**config.mk**
```make
export PLATFORM = sky130hd
export DESIGN_NAME = flp_dec_seq
export DESIGN_NICKNAME = d
export VERILOG_FILES = /design/src/rtl/flp_dec_pkg.sv /design/src/rtl/bcd_dd_step.sv /design/src/rtl/flp_dec_seq.sv
export SDC_FILE = /design/constraint.sdc
export NUM_CORES = 1
export LEC_CHECK = 0
export CAP_MARGIN = 20
export CORE_ASPECT_RATIO = 0.75
export CORE_MARGIN = 5
export CORE_UTILIZATION = 45
export CTS_CLUSTER_SIZE = 28
export DETAILED_ROUTE_END_ITERATION = 12
export GPL_TIMING_DRIVEN = 0
export PLACE_DENSITY = 0.71
export SYNTH_ARGS = -nofsm -noshare
export SYNTH_HDL_FRONTEND = slang
export SYNTH_SLANG_ARGS = --single-unit
```
**constraint.sdc**
```tcl
create_clock -name clk -period 4.7 [get_ports clk]
set_input_delay 0.94 -clock clk [delete_from_list [all_inputs] [get_ports clk]]
set_output_delay 0.94 -clock clk [all_outputs]
set_load 0.01 [all_outputs]
```
**src/rtl/flp_dec_pkg.sv**
```systemverilog
// -----------------------------------------------------------------------------
// flp_dec_pkg
// Shared types and constants for the float-to-decimal sequencer:
//   state_t     - sequencer states
//   FLP_BIAS    - IEEE-754 single-precision exponent bias
//   MANT_W      - significand width including the hidden bit
//   EXP_INF     - exponent field value of Inf/NaN
//   MAX_INT_EXP - largest unbiased exponent whose integer part fits MANT_W bits
//   NIBBLE_W    - width of one BCD digit
// Optional feature macro used by importers: FLP_DENORM_EN.
// -----------------------------------------------------------------------------
package flp_dec_pkg;

   typedef enum logic [2:0] {
      IDLE,
      SPLIT,
      INT_CONV,
      FRAC_CONV,
      DONE
   } state_t;

   localparam int         FLP_BIAS    = 127;
   localparam int         MANT_W      = 24;
   localparam logic [7:0] EXP_INF     = 8'hFF;
   localparam int         MAX_INT_EXP = 23;
   localparam int         NIBBLE_W    = 4;

endpackage : flp_dec_pkg

```
**src/rtl/bcd_dd_step.sv**
```systemverilog
// -----------------------------------------------------------------------------
// bcd_dd_step
// One combinational double-dabble iteration: every BCD nibble >= 5 gets +3,
// then the whole accumulator shifts left by one with bit_in entering the LSB.
//
// Parameters:
//   DIGITS  - number of BCD digits in the accumulator
// Ports:
//   bcd_in  in   4*DIGITS  accumulator before this iteration
//   bit_in  in   1         next binary bit, MSB first
//   bcd_out out  4*DIGITS  accumulator after this iteration
// -----------------------------------------------------------------------------
module bcd_dd_step
   import flp_dec_pkg::*;
#(
   parameter int DIGITS = 8
) (
   input  logic [NIBBLE_W*DIGITS-1:0] bcd_in,
   input  logic                       bit_in,
   output logic [NIBBLE_W*DIGITS-1:0] bcd_out
);

   localparam int W = NIBBLE_W * DIGITS;

   logic [W-1:0] adj;

   // NOTE: every signal written in always_comb gets a default first, so no
   // path can leave it unassigned and infer a latch.
   always_comb begin
      adj = bcd_in;
      for (int i = 0; i < DIGITS; i++) begin
         if (bcd_in[i*NIBBLE_W +: NIBBLE_W] >= 4'd5) begin
            adj[i*NIBBLE_W +: NIBBLE_W] = bcd_in[i*NIBBLE_W +: NIBBLE_W] + 4'd3;
         end
      end
      bcd_out = {adj[W-2:0], bit_in};
   end

endmodule : bcd_dd_step

```
**src/rtl/flp_dec_seq.sv**
```systemverilog
// -----------------------------------------------------------------------------
// flp_dec_seq
// Multi-cycle converter from an IEEE-754 single to sign + packed-BCD integer
// digits + packed-BCD (truncated) fraction digits.
//   SPLIT     : significand split into integer field Q and 24-bit fraction F
//   INT_CONV  : 24 double-dabble iterations over Q, MSB first
//   FRAC_CONV : FRAC_DIGITS multiply-by-10 iterations over F
//   DONE      : results published, done pulses on the following cycle
//
// Build option: FLP_DENORM_EN
//   defined   - exp=0 is a denormal: e=-126, significand {0, frac}
//   undefined - exp=0 is flushed to zero (sign kept, err=0)
//
// Parameters:
//   INT_DIGITS  - BCD integer digits (>= 8 so that 2^24-1 fits)
//   FRAC_DIGITS - BCD fraction digits
// Ports:
//   clk      in   1              rising-edge clock
//   rst      in   1              synchronous active-high reset
//   start    in   1              conversion request, sampled in IDLE only
//   flp_in   in   32             operand, captured on accepted start
//   busy     out  1              conversion in progress
//   done     out  1              one-cycle result-valid pulse
//   sign     out  1              sign of the converted operand
//   int_bcd  out  4*INT_DIGITS   integer digits, MS digit in top nibble
//   frac_bcd out  4*FRAC_DIGITS  fraction digits, first digit in top nibble
//   err      out  1              Inf/NaN, or integer part wider than 24 bits
// -----------------------------------------------------------------------------
module flp_dec_seq
   import flp_dec_pkg::*;
#(
   parameter int INT_DIGITS  = 8,
   parameter int FRAC_DIGITS = 4
) (
   input  logic                            clk,
   input  logic                            rst,
   input  logic                            start,
   input  logic [31:0]                     flp_in,
   output logic                            busy,
   output logic                            done,
   output logic                            sign,
   output logic [NIBBLE_W*INT_DIGITS-1:0]  int_bcd,
   output logic [NIBBLE_W*FRAC_DIGITS-1:0] frac_bcd,
   output logic                            err
);

   localparam int IW    = NIBBLE_W * INT_DIGITS;
   localparam int FW    = NIBBLE_W * FRAC_DIGITS;
   localparam int CNT_W = $clog2(((MANT_W > FRAC_DIGITS) ? MANT_W : FRAC_DIGITS) + 1);

   localparam logic signed [8:0] BIAS_S   = 9'(FLP_BIAS);
   localparam logic signed [8:0] MAX_E    = 9'(MAX_INT_EXP);
   localparam logic signed [8:0] DENORM_E = 9'(1 - FLP_BIAS);

   state_t                state;
   logic [31:0]           flp_q;
   logic [MANT_W-1:0]     q_q;
   logic [MANT_W-1:0]     f_q;
   logic [IW-1:0]         int_acc;
   logic [FW-1:0]         frac_acc;
   logic                  err_q;
   logic [CNT_W-1:0]      cnt;

   // Split-stage combinational results, taken from the captured operand.
   logic [7:0]            exp_f;
   logic signed [8:0]     e_s;
   logic [MANT_W-1:0]     mant_split;
   logic [MANT_W-1:0]     q_split;
   logic [MANT_W-1:0]     f_split;
   logic                  err_split;
   logic [4:0]            int_sh;
   logic [8:0]            frac_sh;

   logic [IW-1:0]         int_next;
   logic [MANT_W+3:0]     prod;

   always_comb begin
      exp_f      = flp_q[30:23];
      e_s        = $signed({1'b0, exp_f}) - BIAS_S;
      mant_split = {1'b1, flp_q[22:0]};
      err_split  = 1'b0;
      q_split    = '0;
      f_split    = '0;
      int_sh     = '0;
      frac_sh    = '0;

      if (exp_f == 8'd0) begin
`ifdef FLP_DENORM_EN
         e_s        = DENORM_E;
         mant_split = {1'b0, flp_q[22:0]};
`else
         // Flushed: a zero significand drives both Q and F to zero below.
         mant_split = '0;
`endif
      end

      if (exp_f == EXP_INF || e_s > MAX_E) begin
         err_split = 1'b1;
      end else if (e_s >= 0) begin
         int_sh  = 5'(MAX_E - e_s);
         q_split = mant_split >> int_sh;
         // Bits below the binary point, left-aligned in 24 bits.
         f_split = mant_split << 5'(e_s + 9'sd1);
      end else begin
         // Whole value below 1: the hidden bit sits -e-1 places under the MSB of F.
         frac_sh = 9'(-e_s - 9'sd1);
         if (frac_sh < 9'(MANT_W)) begin
            f_split = mant_split >> frac_sh;
         end
      end
   end

   bcd_dd_step #(
      .DIGITS (INT_DIGITS)
   ) u_dd_step (
      .bcd_in  (int_acc),
      .bit_in  (q_q[MANT_W-1]),
      .bcd_out (int_next)
   );

   // F*10: the top nibble is the next decimal digit, the low 24 bits the remainder.
   assign prod = {4'b0, f_q} * 28'd10;

   // NOTE: sequential state uses non-blocking assignments only, so every
   // register samples the pre-edge values regardless of statement order.
   always_ff @(posedge clk) begin
      if (rst) begin
         // NOTE: the datapath registers are reset along with the control state
         // so an aborted conversion leaves nothing behind to leak later.
         state    <= IDLE;
         flp_q    <= '0;
         q_q      <= '0;
         f_q      <= '0;
         int_acc  <= '0;
         frac_acc <= '0;
         err_q    <= 1'b0;
         cnt      <= '0;
         busy     <= 1'b0;
         done     <= 1'b0;
         sign     <= 1'b0;
         err      <= 1'b0;
         int_bcd  <= '0;
         frac_bcd <= '0;
      end else begin
         done <= 1'b0;
         case (state)
            IDLE: begin
               if (start) begin
                  flp_q <= flp_in;
                  busy  <= 1'b1;
                  state <= SPLIT;
               end
            end

            SPLIT: begin
               q_q      <= q_split;
               f_q      <= f_split;
               err_q    <= err_split;
               int_acc  <= '0;
               frac_acc <= '0;
               cnt      <= '0;
               state    <= err_split ? DONE : INT_CONV;
            end

            INT_CONV: begin
               int_acc <= int_next;
               q_q     <= {q_q[MANT_W-2:0], 1'b0};
               if (cnt == CNT_W'(MANT_W - 1)) begin
                  cnt   <= '0;
                  state <= FRAC_CONV;
               end else begin
                  cnt <= cnt + 1'b1;
               end
            end

            FRAC_CONV: begin
               frac_acc <= (frac_acc << NIBBLE_W) | FW'(prod[MANT_W+3:MANT_W]);
               f_q      <= prod[MANT_W-1:0];
               if (cnt == CNT_W'(FRAC_DIGITS - 1)) begin
                  cnt   <= '0;
                  state <= DONE;
               end else begin
                  cnt <= cnt + 1'b1;
               end
            end

            DONE: begin
               sign     <= flp_q[31];
               err      <= err_q;
               int_bcd  <= int_acc;
               frac_bcd <= frac_acc;
               done     <= 1'b1;
               busy     <= 1'b0;
               state    <= IDLE;
            end

            default: state <= IDLE;
         endcase
      end
   end

endmodule : flp_dec_seq
```
Yosys cells after proc, flatten, opt, wreduce, memory -nomap -nowiden
Index checks and enable logic that the tools add are counted.

Bits in registers: 189. Logic and storage cells: 94. Input port bits: 35.

Order comparisons: 11. Add/subtract/negate cells: 14. Multiplexer cells: 30. Reductions and logical operators: 10. Shift-type cells: 3. $mul: 1. Bitwise gates (word level): 1. Equality and inequality tests: 10.

Operators by type and width (count): two-way mux 24 bit (6); case mux 24 bit (2 select lines) (2); case mux 32 bit (2 select lines) (1); greater-or-equal comparator 4 x 3 -> 1 bit (second input constant) (8); case mux 16 bit (2 select lines) (1); adder 4 x 2 -> 4 bit (second input constant) (7); two-way mux 4 bit (7); multiplier 24 x 3 -> 27 bit (second input constant) (1); left shift 24 x 5 -> 24 bit (1); right shift 24 x 5 -> 24 bit (1); right shift 24 x 9 -> 24 bit (1); OR 16 x 4 -> 16 bit (1); two-way mux 3 bit (5); case mux 5 bit (3 select lines) (1); case mux 3 bit (4 select lines) (1); two-way mux 5 bit (2); greater-or-equal comparator 9 x 1 -> 1 bit (second input constant) (1); greater-than comparator 9 x 6 -> 1 bit (second input constant) (1); < comparator 9 x 5 -> 1 bit (second input constant) (1); negator 9 bit (1); subtractor 8 x 7 -> 9 bit (second input constant) (1); subtractor 9 x 2 -> 9 bit (second input constant) (1); equality test 8 bit (second input constant) (1); zero test 8 bit (1); other kinds (18) (26).

Logic depth before layout (Yosys ltp)
Gate-level depths: netlist of run 1.

Depth in word-level cells: 8. Mapped depth: 16.

Modules after synthesis
From an unflattened synthesis of run 1, not the netlist that was laid out.

Cell total of the unflattened synthesis: 1489. Area, all modules: 11923.9 um^2.

Modules (own cells, without submodules): flp_dec_seq (instances 1, cells each 1364, area an instance 11125.7 um^2, sequential area each 3783.6 um^2); bcd_dd_step (instances 1, cells each 125, area an instance 798.3 um^2, sequential area each 0.0 um^2).

Least setup slack after synthesis of run 1
No wires, ideal clock.

Path kind: reg-to-reg. Start: register flp_q[23]. End: register f_q[17]. Path slack: 1.224 ns. Clock period less this slack: 3.476 ns. Path buffers: 4. Cell stages (with the launch flop): 15. Arrival time: 3.344 ns. Library setup time: 0.132 ns. Cells stage by stage: dfxtp_1 > buf_4 > buf_4 > inv_1 > buf_1 > ha_1 > buf_2 > inv_1 > nor3_4 > xnor2_1 > mux4_2 > a32oi_1 > nor2_1 > a2111oi_1 > nor3_1.

Longest elaborated chain between the ends: 8. Elaborated cells between the ends (all ways): 17. Classes of those cells: 4 x add/sub; 3 x order compare; 1 x eq/ne; 2 x shift; 5 x mux; 2 x reduce/logical.

Ends and longest elaborated chain: start: declaration (RTL line flp_dec_seq.sv:56) `logic [31:0] flp_q;`; start signal: assignment (RTL line flp_dec_seq.sv:149) `flp_q <= flp_in;`; subtractor 8 x 7 -> 9 bit (RTL line flp_dec_seq.sv:79) `e_s = $signed({1'b0, exp_f}) - BIAS_S;`; negator 9 bit (RTL line flp_dec_seq.sv:106) `frac_sh = 9'(-e_s - 9'sd1);`; subtractor 9 x 2 -> 9 bit (RTL line flp_dec_seq.sv:106); < comparator 9 x 5 -> 1 bit / right shift 24 x 9 -> 24 bit (equally long branches) (RTL line flp_dec_seq.sv:107, flp_dec_seq.sv:108); two-way mux 24 bit (RTL line flp_dec_seq.sv:107) `if (frac_sh < 9'(MANT_W)) begin`; two-way mux 24 bit (RTL line flp_dec_seq.sv:99) `end else if (e_s >= 0) begin`; two-way mux 24 bit (*) (RTL line flp_dec_seq.sv:97) `if (exp_f == EXP_INF || e_s > MAX_E) begin`; case mux 24 bit (2 select lines) (*) (RTL line flp_dec_seq.sv:146) `case (state)`; end signal: assignment (RTL line flp_dec_seq.sv:157) `f_q <= f_split;`; end signal: assignment (RTL line flp_dec_seq.sv:178) `f_q <= prod[MANT_W-1:0];`; end: declaration (RTL line flp_dec_seq.sv:58) `logic [MANT_W-1:0] f_q;`.

Every way passes the cells marked *; elsewhere a longest branch is shown, timed or not. A chain may end at the register's enable or synchronous reset.

Worst setup path after layout of run 1
Start: register flp_q[23]. End: register q_q[0].

Longest elaborated chain between the ends: 6. Elaborated cells between the ends (all ways): 12. Classes of those cells: 2 x add/sub; 2 x order compare; 1 x eq/ne; 1 x shift; 4 x mux; 2 x reduce/logical.

Ends and longest elaborated chain: subtractor 8 x 7 -> 9 bit / zero test 8 bit (equally long branches) (RTL line flp_dec_seq.sv:79, flp_dec_seq.sv:87); subtractor 5 bit / two-way mux 24 bit (equally long branches) (RTL line flp_dec_seq.sv:100, flp_dec_seq.sv:87); right shift 24 x 5 -> 24 bit (RTL line flp_dec_seq.sv:101) `q_split = mant_split >> int_sh;`; two-way mux 24 bit (RTL line flp_dec_seq.sv:99); two-way mux 24 bit (*) (RTL line flp_dec_seq.sv:97); case mux 24 bit (2 select lines) (*) (RTL line flp_dec_seq.sv:146); end signal: assignment (RTL line flp_dec_seq.sv:156) `q_q <= q_split;`; end signal: assignment (RTL line flp_dec_seq.sv:167) `q_q <= {q_q[MANT_W-2:0], 1'b0};`; end: declaration (RTL line flp_dec_seq.sv:57) `logic [MANT_W-1:0] q_q;`.

Marked as above.

==> results of run 1 <==
## cell families (layout without fill, tap and decap cells)
kind of cell	after synthesis	count (layout)	share of synthesized area (%)
compound gates	443	443	23.04
xor+xnor	42	42	3.319
flops	189	189	32.17
simple gates	532	532	19.89
fa+ha+maj	69	69	7.404
buf+inv	141	259	4.723
mux	73	73	9.447
## flip-flops by register name, indices dropped and copies added (netlist names), 3 cells and up
register  count
flp_q        32
frac_acc     16
frac_bcd     16
cnt           5
q_q          24
int_acc      32
f_q          24
state         3
int_bcd      32
## power by group
group	leakage, nW	internal, W	switching [W]	total (W)
clock network	0.283	0.000750	0.000705	0.00145
registers	1.53	0.00168	0.000117	0.00180
logic	2.97	0.000610	0.00131	0.00192
total	4.78	0.00304	0.00214	0.00518
## metal layers
layer	GRT usage, %	part of all wire (%)	up-vias
li1	-	-	5602
met1	38.40	48	5637
met2	35.65	41	497
met3	6.257	9.2	64
met4	6.480	2.1	0
met5	0	0	-
## layout by cell type, fill, tap and decap left out, types with 5 or more instances in the layout
cell type        netlist  layout
and2_1                 7       7
nor4_1                 8       7
o22ai_1                5       5
a211oi_1              15      15
nor2b_1               13      13
xor2_1                15      15
a21o_1                 8       8
a311oi_1               6       6
clkbuf_1              88      88
a22oi_1               44      44
nand2b_1              17      17
nor2_1               113     113
clkbuf_16              0      17
and3_1                11      11
nand2_1              255     255
inv_1                 31      31
a222oi_1               9       9
a221oi_1               6       6
clkdlybuf4s50_1        0      85
mux2i_1               30      30
o21ai_0               71      71
a21oi_1              204     204
a32oi_1                6       6
o211ai_1              21      21
ha_1                  68      68
nand3_1               42      42
nor3_1                42      42
a31oi_1                9       9
mux2_2                14      14
xnor2_1               24      24
dfxtp_1              189     189
buf_2                 12      12
mux4_2                29      29
## cell type report
cell class | instances | area, um2
fillers | 2503 | 12190
multi-input cells | 1159 | 7440
flip-flops and latches | 189 | 3784
repair buffers | 86 | 858.3
plain buffers | 108 | 434.2
well taps | 344 | 430.4
clock buffers | 17 | 425.4
clock inverters | 15 | 153.9
inverters | 33 | 123.9
## stage by stage
stage	power, W	std cells	setup WS, ps	cell area, um2
floorplan	0.003087	1489	1224	11760
global placement	0.003674	1918	184.8	13040
detailed placement	0.003683	1919	235.5	13060
CTS	0.005144	1951	152.2	13640
global route	0.005418	1951	114.4	13650
finish	0.005176	1951	354.9	13650
## worst max path at each step
| stage | start | endpoint | slack [ps] | depth (start not counted) |
|---|---|---|---|---|
| 2_1_floorplan | flp_q[23]$_SDFFE_PP0P_ | f_q[17]$_SDFFE_PP0P_ | 1220 | 14 |
| 3_3_place_gp | flp_q[23]$_SDFFE_PP0P_ | f_q[14]$_SDFFE_PP0P_ | 180 | 13 |
| 3_5_place_dp | flp_q[23]$_SDFFE_PP0P_ | f_q[14]$_SDFFE_PP0P_ | 240 | 13 |
| 4_1_cts | flp_q[23]$_SDFFE_PP0P_ | f_q[14]$_SDFFE_PP0P_ | 150 | 13 |
| 5_1_grt | flp_q[23]$_SDFFE_PP0P_ | f_q[19]$_SDFFE_PP0P_ | 110 | 15 |
| 6_report | flp_q[23]$_SDFFE_PP0P_ | q_q[0]$_SDFFE_PP0P_ | 350 | 15 |
## timing repair
| item | CTS | global route |
|---|---|---|
| gates resized for setup | 0 | 4 |
| buffers inserted | 0 | 0 |
| setup endpoints to repair | 0 | 7 |
## worst max-delay path, delay by kind of cell (launching register included)
kind | cells | cell delay, ps
buffers and inverters | 8 | 2210
AND/OR/NAND/NOR | 2 | 300
AO/OA/AOI/OAI | 4 | 1110
flip-flops | 1 | 320
adder cells (fa/ha/maj) | 1 | 320
==> impl_results.md, run 1 <==
- Max frequency: 230.1 MHz
- Slew margin rel.: 39.20%
- First-pass detailed-route iteration total: 6
- Mapped cell area: 11760 um2
- Final setup TNS: 0 ps
- Syn. warnings: 0
- Clk_lat worst skew: 450 ps
- Maximum clock insertion buffer count: 2
- Iter 0 DRT Violations: 1239
- Setup CP Type: register to register
- Util after Layout: 52.82%
- Post-synth EDFFs: 0
- CTS sink cnt: 189
- Skew final: 15.13 ps
- Synth Register Bits: 189
- Synthesized area per cell: 7.899 um2
- CP peak stage delay: 470 ps
- Antenna Cells: 0
- R2r worst-path depth: 15
- Largest net degree at the start of global routing: 19
- DRT antenna net count: 0
- Hold crit path type: register to register
- FP Rows: 51
- Global-route wire length before repair: 59.42 mm
- Fin crit period: 4345 ps
- Critical-path top delay cell: buf_1
- Initial Utilization: 45.51%
- Area added between synthesis and finish: 16.05%
- Final WL: 38.14 mm
- Vias per inst: 6.048
- Leakage: 4.778 nW
- Commonest cells post-synth: nand2_1 (255), a21oi_1 (204), dfxtp_1 (189)
- Die footprint: 29500 um2
- Layout cell share with drive strength beyond 1: 6.534%
- Crit. End Element: register
- Post-synthesis cell type with the largest combined area: dfxtp_1
- Detailed Place HPWL: 29.07 mm
- Worst Tran Pin Value: 907.8 ps
- WHS Endpoint: frac_bcd[6]$_SDFFE_PP0P_
- Worst endpoint required time: 5070 ps
- Arrival time at the worst endpoint: 4720 ps
- Fin nets: 1698
- Fin. max-slew vios: 0
- Power Dens Cells: 379.2 nW/um2
- CTS Hold Bufs: 0
- CTS tree: built
- Most frequent cell after synthesis: nand2_1
- Sequential area share after synthesis: 32.17%
- Peak supply drop: 0.2606 mV
- Mapped Nets: 1593
- Ranking of synthesized cells by area: dfxtp_1 (32%), a21oi_1 (8.7%), nand2_1 (8.1%), ha_1 (7.2%), mux4_2 (5.6%)
- Crit-path cells: buf_4 > buf_4 > inv_1 > buf_1 > ha_1 > buf_2 > inv_1 > nor3_4 > a21oi_1 > o22a_1 > buf_2 > and2_1 > clkbuf_1 > o221ai_1 > a21oi_1
- Post-Syn Instances: 1489
- Width of the die: 196.7 um
- Worst-path clk slew: 80 ps
- Worst reg2reg startpoint: flp_q[23]$_SDFFE_PP0P_
- Antenna violations before repair: 0
- CTS buffer count: 17
- Die Y: 150.0 um
- I/O Pins: 87
- Status: completed
- Total gr overflow: 0
- CTS Root Cell: clkbuf_16
- Share of the synthesized area in the top cell type: 32.17%
- Core area: 25840 um2
- Max Cap Violations: 0
- Async SR Flop Fraction: 0%
- Vias in the first global route: 10770
- Primary FF master, synth: dfxtp_1
- Worst reg2reg endpoint: q_q[0]$_SDFFE_PP0P_
- Vias post-DR: 11800
- Worst hold slack: 454.3 ps
- Final Cycle Share: 92.45%
- CTS HTree Levels: 4
- GRT Resource Usage Total: 25.31%
- Synth unique cells: 71
- Count of final hold-check violations: 0
- I/O Buffers: 85
- Drt drc: 0
- Flop-to-flop setup slack: 350 ps
- Hold_sp: frac_bcd[6]$_SDFFE_PP0P_
- Wire length per cell: 19.55 um
- Hold Path Cell Cnt: 2
- Crit path launch type: register
- Final setup viols: 0
- RSZ-0062 raised after global routing: no
- CP Max Fanout: 11
- RD Place Congestion: 1.032
Note: power is estimated with default switching activity, not from simulation.
==> inputs of run 2 (changes only) <==
- CTS_CLUSTER_DIAMETER: default -> 200
==> results of run 2 <==
The final DEF is identical to that of run 1; final timing and power are the same.
==> inputs of run 3 (changes only) <==
- ABC_AREA: default -> 1
==> run 3 against run 2 <==
Effect of this change: first-iteration DRC count is 33% higher; sequential share of layout area decreased by 0.55 points; combinational power grew 120%; via count grew 12%; critical path depth is 3 higher; sequential power increased by 6%; power grew 47%; area after synthesis rose by 2.3%; global-route usage up 2.8 points; hold slack got worse by 7.8 ps; synthesized cell count is 25% higher; largest cell class unchanged.
==> impl_results.md, run 3 <==
- Flop-to-flop setup slack: 840 ps (+480 ps)
- First-pass detailed-route iteration total: 8 (+2)
- Commonest cells post-synth: nand2_1 (477), nand3_1 (245), a21oi_1 (210)
- Util after Layout: 53.22% (+0.41 points)
- Hold crit path type: register to register
- Largest net degree at the start of global routing: 18 (-1)
- CP peak stage delay: 550 ps (+80 ps)
- Share of the synthesized area in the top cell type: 31.46% (-0.71 points)
- Post-Syn Instances: 1861 (+25%)
- Status: completed
- Initial Utilization: 45.97% (+0.46 points)
- Ranking of synthesized cells by area: dfxtp_1 (31%), nand2_1 (15%), nand3_1 (10%), a21oi_1 (8.7%), ha_1 (7.1%)
- Post-synthesis cell type with the largest combined area: dfxtp_1
- Slew margin rel.: 42.45% (+3.3 points)
- Global-route wire length before repair: 66.88 mm (+13%)
- Drt drc: 0 (unchanged)
- FP Rows: 51 (unchanged)
- DR WL met2: 16.52 mm (+6.4%)
- Final setup viols: 0 (unchanged)
- CTS Root Cell: clkbuf_16
- Post-synth EDFFs: 0 (unchanged)
- Worst endpoint required time: 5000 ps (-70 ps)
- Sequential area share after synthesis: 31.46% (-0.71 points)
- Crit-path cells: buf_6 > inv_2 > clkbuf_1 > ha_1 > nand2_1 > nor2_1 > nand2_2 > buf_4 > nand2_1 > nand2_1 > nand3_1 > nand3_1 > nand3_1 > inv_1 > o21ai_0 > nand2_1 > nand2_1 > a21oi_2
- Syn. warnings: 0 (unchanged)
- CTS buffer count: 17 (unchanged)
- Synth unique cells: 49 (-31%)
- Peak supply drop: 0.2659 mV (+2.0%)
- Worst reg2reg endpoint: f_q[8]$_SDFFE_PP0P_
- Worst reg2reg startpoint: flp_q[23]$_SDFFE_PP0P_
- Final worst slack: 839.4 ps (+484.4 ps)
- Crit path launch type: register
- Primary FF master, synth: dfxtp_1
- Critical-path top delay cell: clkbuf_1
- CTS tree: built
- Setup CP Type: register to register
- RD Place Congestion: 1.022 (-1.0%)
- Fin nets: 2070 (+22%)
- Power Dens Cells: 547.7 nW/um2 (+44%)
- CP Max Fanout: 11 (unchanged)
- R2r worst-path depth: 18 (+3)
- Antenna violations before repair: 0 (unchanged)
- Vias post-DR: 13270 (+12%)
- Final Cycle Share: 82.14% (-10 points)
- Metal3 WL: 4.696 mm (+34%)
- Detailed Place HPWL: 33.51 mm (+15%)
- Layout cell share with drive strength beyond 1: 4.396% (-2.1 points)
- Fin crit period: 3861 ps (-484.4 ps)
- Synth Register Bits: 189 (unchanged)
- Hold_sp: flp_q[8]$_SDFFE_PP0P_
- Cell mode on critical path: nand2_1
- GRT Resource Usage Total: 28.14% (+2.8 points)
- Vias per inst: 5.713 (-5.5%)
- CTS sink cnt: 189 (unchanged)
- Width of the die: 198.8 um (+1.1%)
- Mapped Nets: 1965 (+23%)
- Leading registers by flop count: flp_q: 32 flops, int_acc: 32 flops, int_bcd: 32 flops
- Most common cell after layout, fill and taps aside: nand2_1
- Clk_lat worst skew: 450 ps (about the same)
- Crit. End Element: register
- Mapped cell area: 12030 um2 (+2.3%)
- Count of final hold-check violations: 0 (unchanged)
- Antenna Cells: 0 (unchanged)
- Max frequency: 259.0 MHz (+13%)
- I/O Buffers: 86 (+1.2%)
- Setup WS pre-CTS: 1125 ps (+889.2 ps)
- WHS Endpoint: flp_q[8]$_SDFFE_PP0P_
- Die Y: 151.6 um (+1.0%)
- CTS resizes: 0 (unchanged)
- Worst Tran Pin Value: 863.2 ps (-44.51 ps)
- Leakage: 5.741 nW (+20%)
- CTS Hold Bufs: 0 (unchanged)
- Wire length per cell: 18.32 um (-6.3%)
- Area added between synthesis and finish: 15.78%
- Skew final: 10.02 ps (-5.115 ps)
- CTS HTree Levels: 4 (unchanged)
- Hold Path Cell Cnt: 2 (unchanged)
- Total gr overflow: 0 (unchanged)
- Core area: 26160 um2 (+1.2%)
- Post-CTS setup buffer count: 0 (unchanged)
- Arrival time at the worst endpoint: 4160 ps (-560 ps)
- Most frequent cells in the layout: nand2_1 (477), nand3_1 (245), a21oi_1 (210), dfxtp_1 (189), o21ai_0 (164)
- Async SR Flop Fraction: 0% (unchanged)
- Iter 0 DRT Violations: 1654 (+33%)
- Final WL: 42.55 mm (+12%)
- Max Cap Violations: 0 (unchanged)
- Die footprint: 30130 um2 (+2.1%)
- DR top layer: met4
- Most frequent cell after synthesis: nand2_1
- RSZ-0062 raised after global routing: no
- I/O Pins: 87 (unchanged)
- Fin. max-slew vios: 0 (unchanged)
- DRT antenna net count: 0 (unchanged)
- M1 wire length: 20.57 mm (+12%)
- Synthesized area per cell: 6.462 um2 (-18%)
- Worst-path clk slew: 70 ps (about the same)
- Vias in the first global route: 12250 (+14%)
- Final setup TNS: 0 ps (unchanged)
- Maximum clock insertion buffer count: 2 (unchanged)
==> run 3: changes by cell type after synthesis, moves of 30 or more <==
cell	change
o21ai_0	+93
inv_1	+116
nand3_1	+203
a22oi_1	-43
nand2_1	+222
nor3_1	-32
mux2i_1	-30
==> run 3: stage by stage <==
step / cells / hold slack (ps) / area [um2] / total power (W)
5_1_grt: 2323 / 460.8 / 13920 / 0.008118
2_1_floorplan: 1861 / 423.7 / 12030 / 0.004631
6_report: 2323 / 446.6 / 13920 / 0.007626
3_5_place_dp: 2291 / 436.8 / 13320 / 0.005936
3_3_place_gp: 2291 / 437.5 / 13320 / 0.005946
4_1_cts: 2323 / 447.9 / 13920 / 0.007457
==> run 3: kinds of logic after synthesis <==
group | count (synthesis) | synth area share (%)
buf+inv | 254 | 8.344
xor+xnor | 17 | 1.394
fa+ha+maj | 69 | 7.241
flops | 189 | 31.46
simple gates | 895 | 32.28
compound gates | 437 | 19.28
==> run 3: final cells by class <==
cell class	instances	area [um2]
fill	2653	12240
inverter	161	606.8
multi-input combinational	1418	7239
sequential	189	3784
buffer	93	396.6
clock inverter	12	150.1
timing repair buffer	86	860.8
clock buffer	20	456.7
tap	344	430.4
==> run 3: critical path, delay by kind of cell (launching register included) <==
| family | cells | cell delay, ps |
|---|---|---|
| flip-flops | 1 | 330 |
| adder cells (fa/ha/maj) | 1 | 260 |
| AO/OA/AOI/OAI | 2 | 560 |
| AND/OR/NAND/NOR | 10 | 1430 |
| buffers and inverters | 5 | 1110 |
==> run 3: worst max path at each step <==
stage                     cells past startpoint                    from                    to  slack [ps]
after floorplan                              15     f_q[3]$_SDFFE_PP0P_  f_q[20]$_SDFFE_PP0P_        2100
after global placement                       18  flp_q[24]$_SDFFE_PP0P_  f_q[22]$_SDFFE_PP0P_        1150
after detailed placement                     18  flp_q[23]$_SDFFE_PP0P_  f_q[22]$_SDFFE_PP0P_        1120
after CTS                                    18  flp_q[23]$_SDFFE_PP0P_  f_q[22]$_SDFFE_PP0P_        1090
after global routing                         18  flp_q[23]$_SDFFE_PP0P_  f_q[22]$_SDFFE_PP0P_         740
final                                        18  flp_q[23]$_SDFFE_PP0P_   f_q[8]$_SDFFE_PP0P_         840
==> run 3: metal layers <==
metal	up-vias	GRT usage, %
met3	64	9.792
met4	0	6.494
met2	541	38.34
met1	6216	42.20
met5	-	0
li1	6451	-
==> run 3: power breakdown <==
part           switching, W  total [W]  internal, W
Clock              0.000693    0.00152     0.000827
Sequential         0.000129    0.00190      0.00177
Combinational       0.00308    0.00421      0.00113
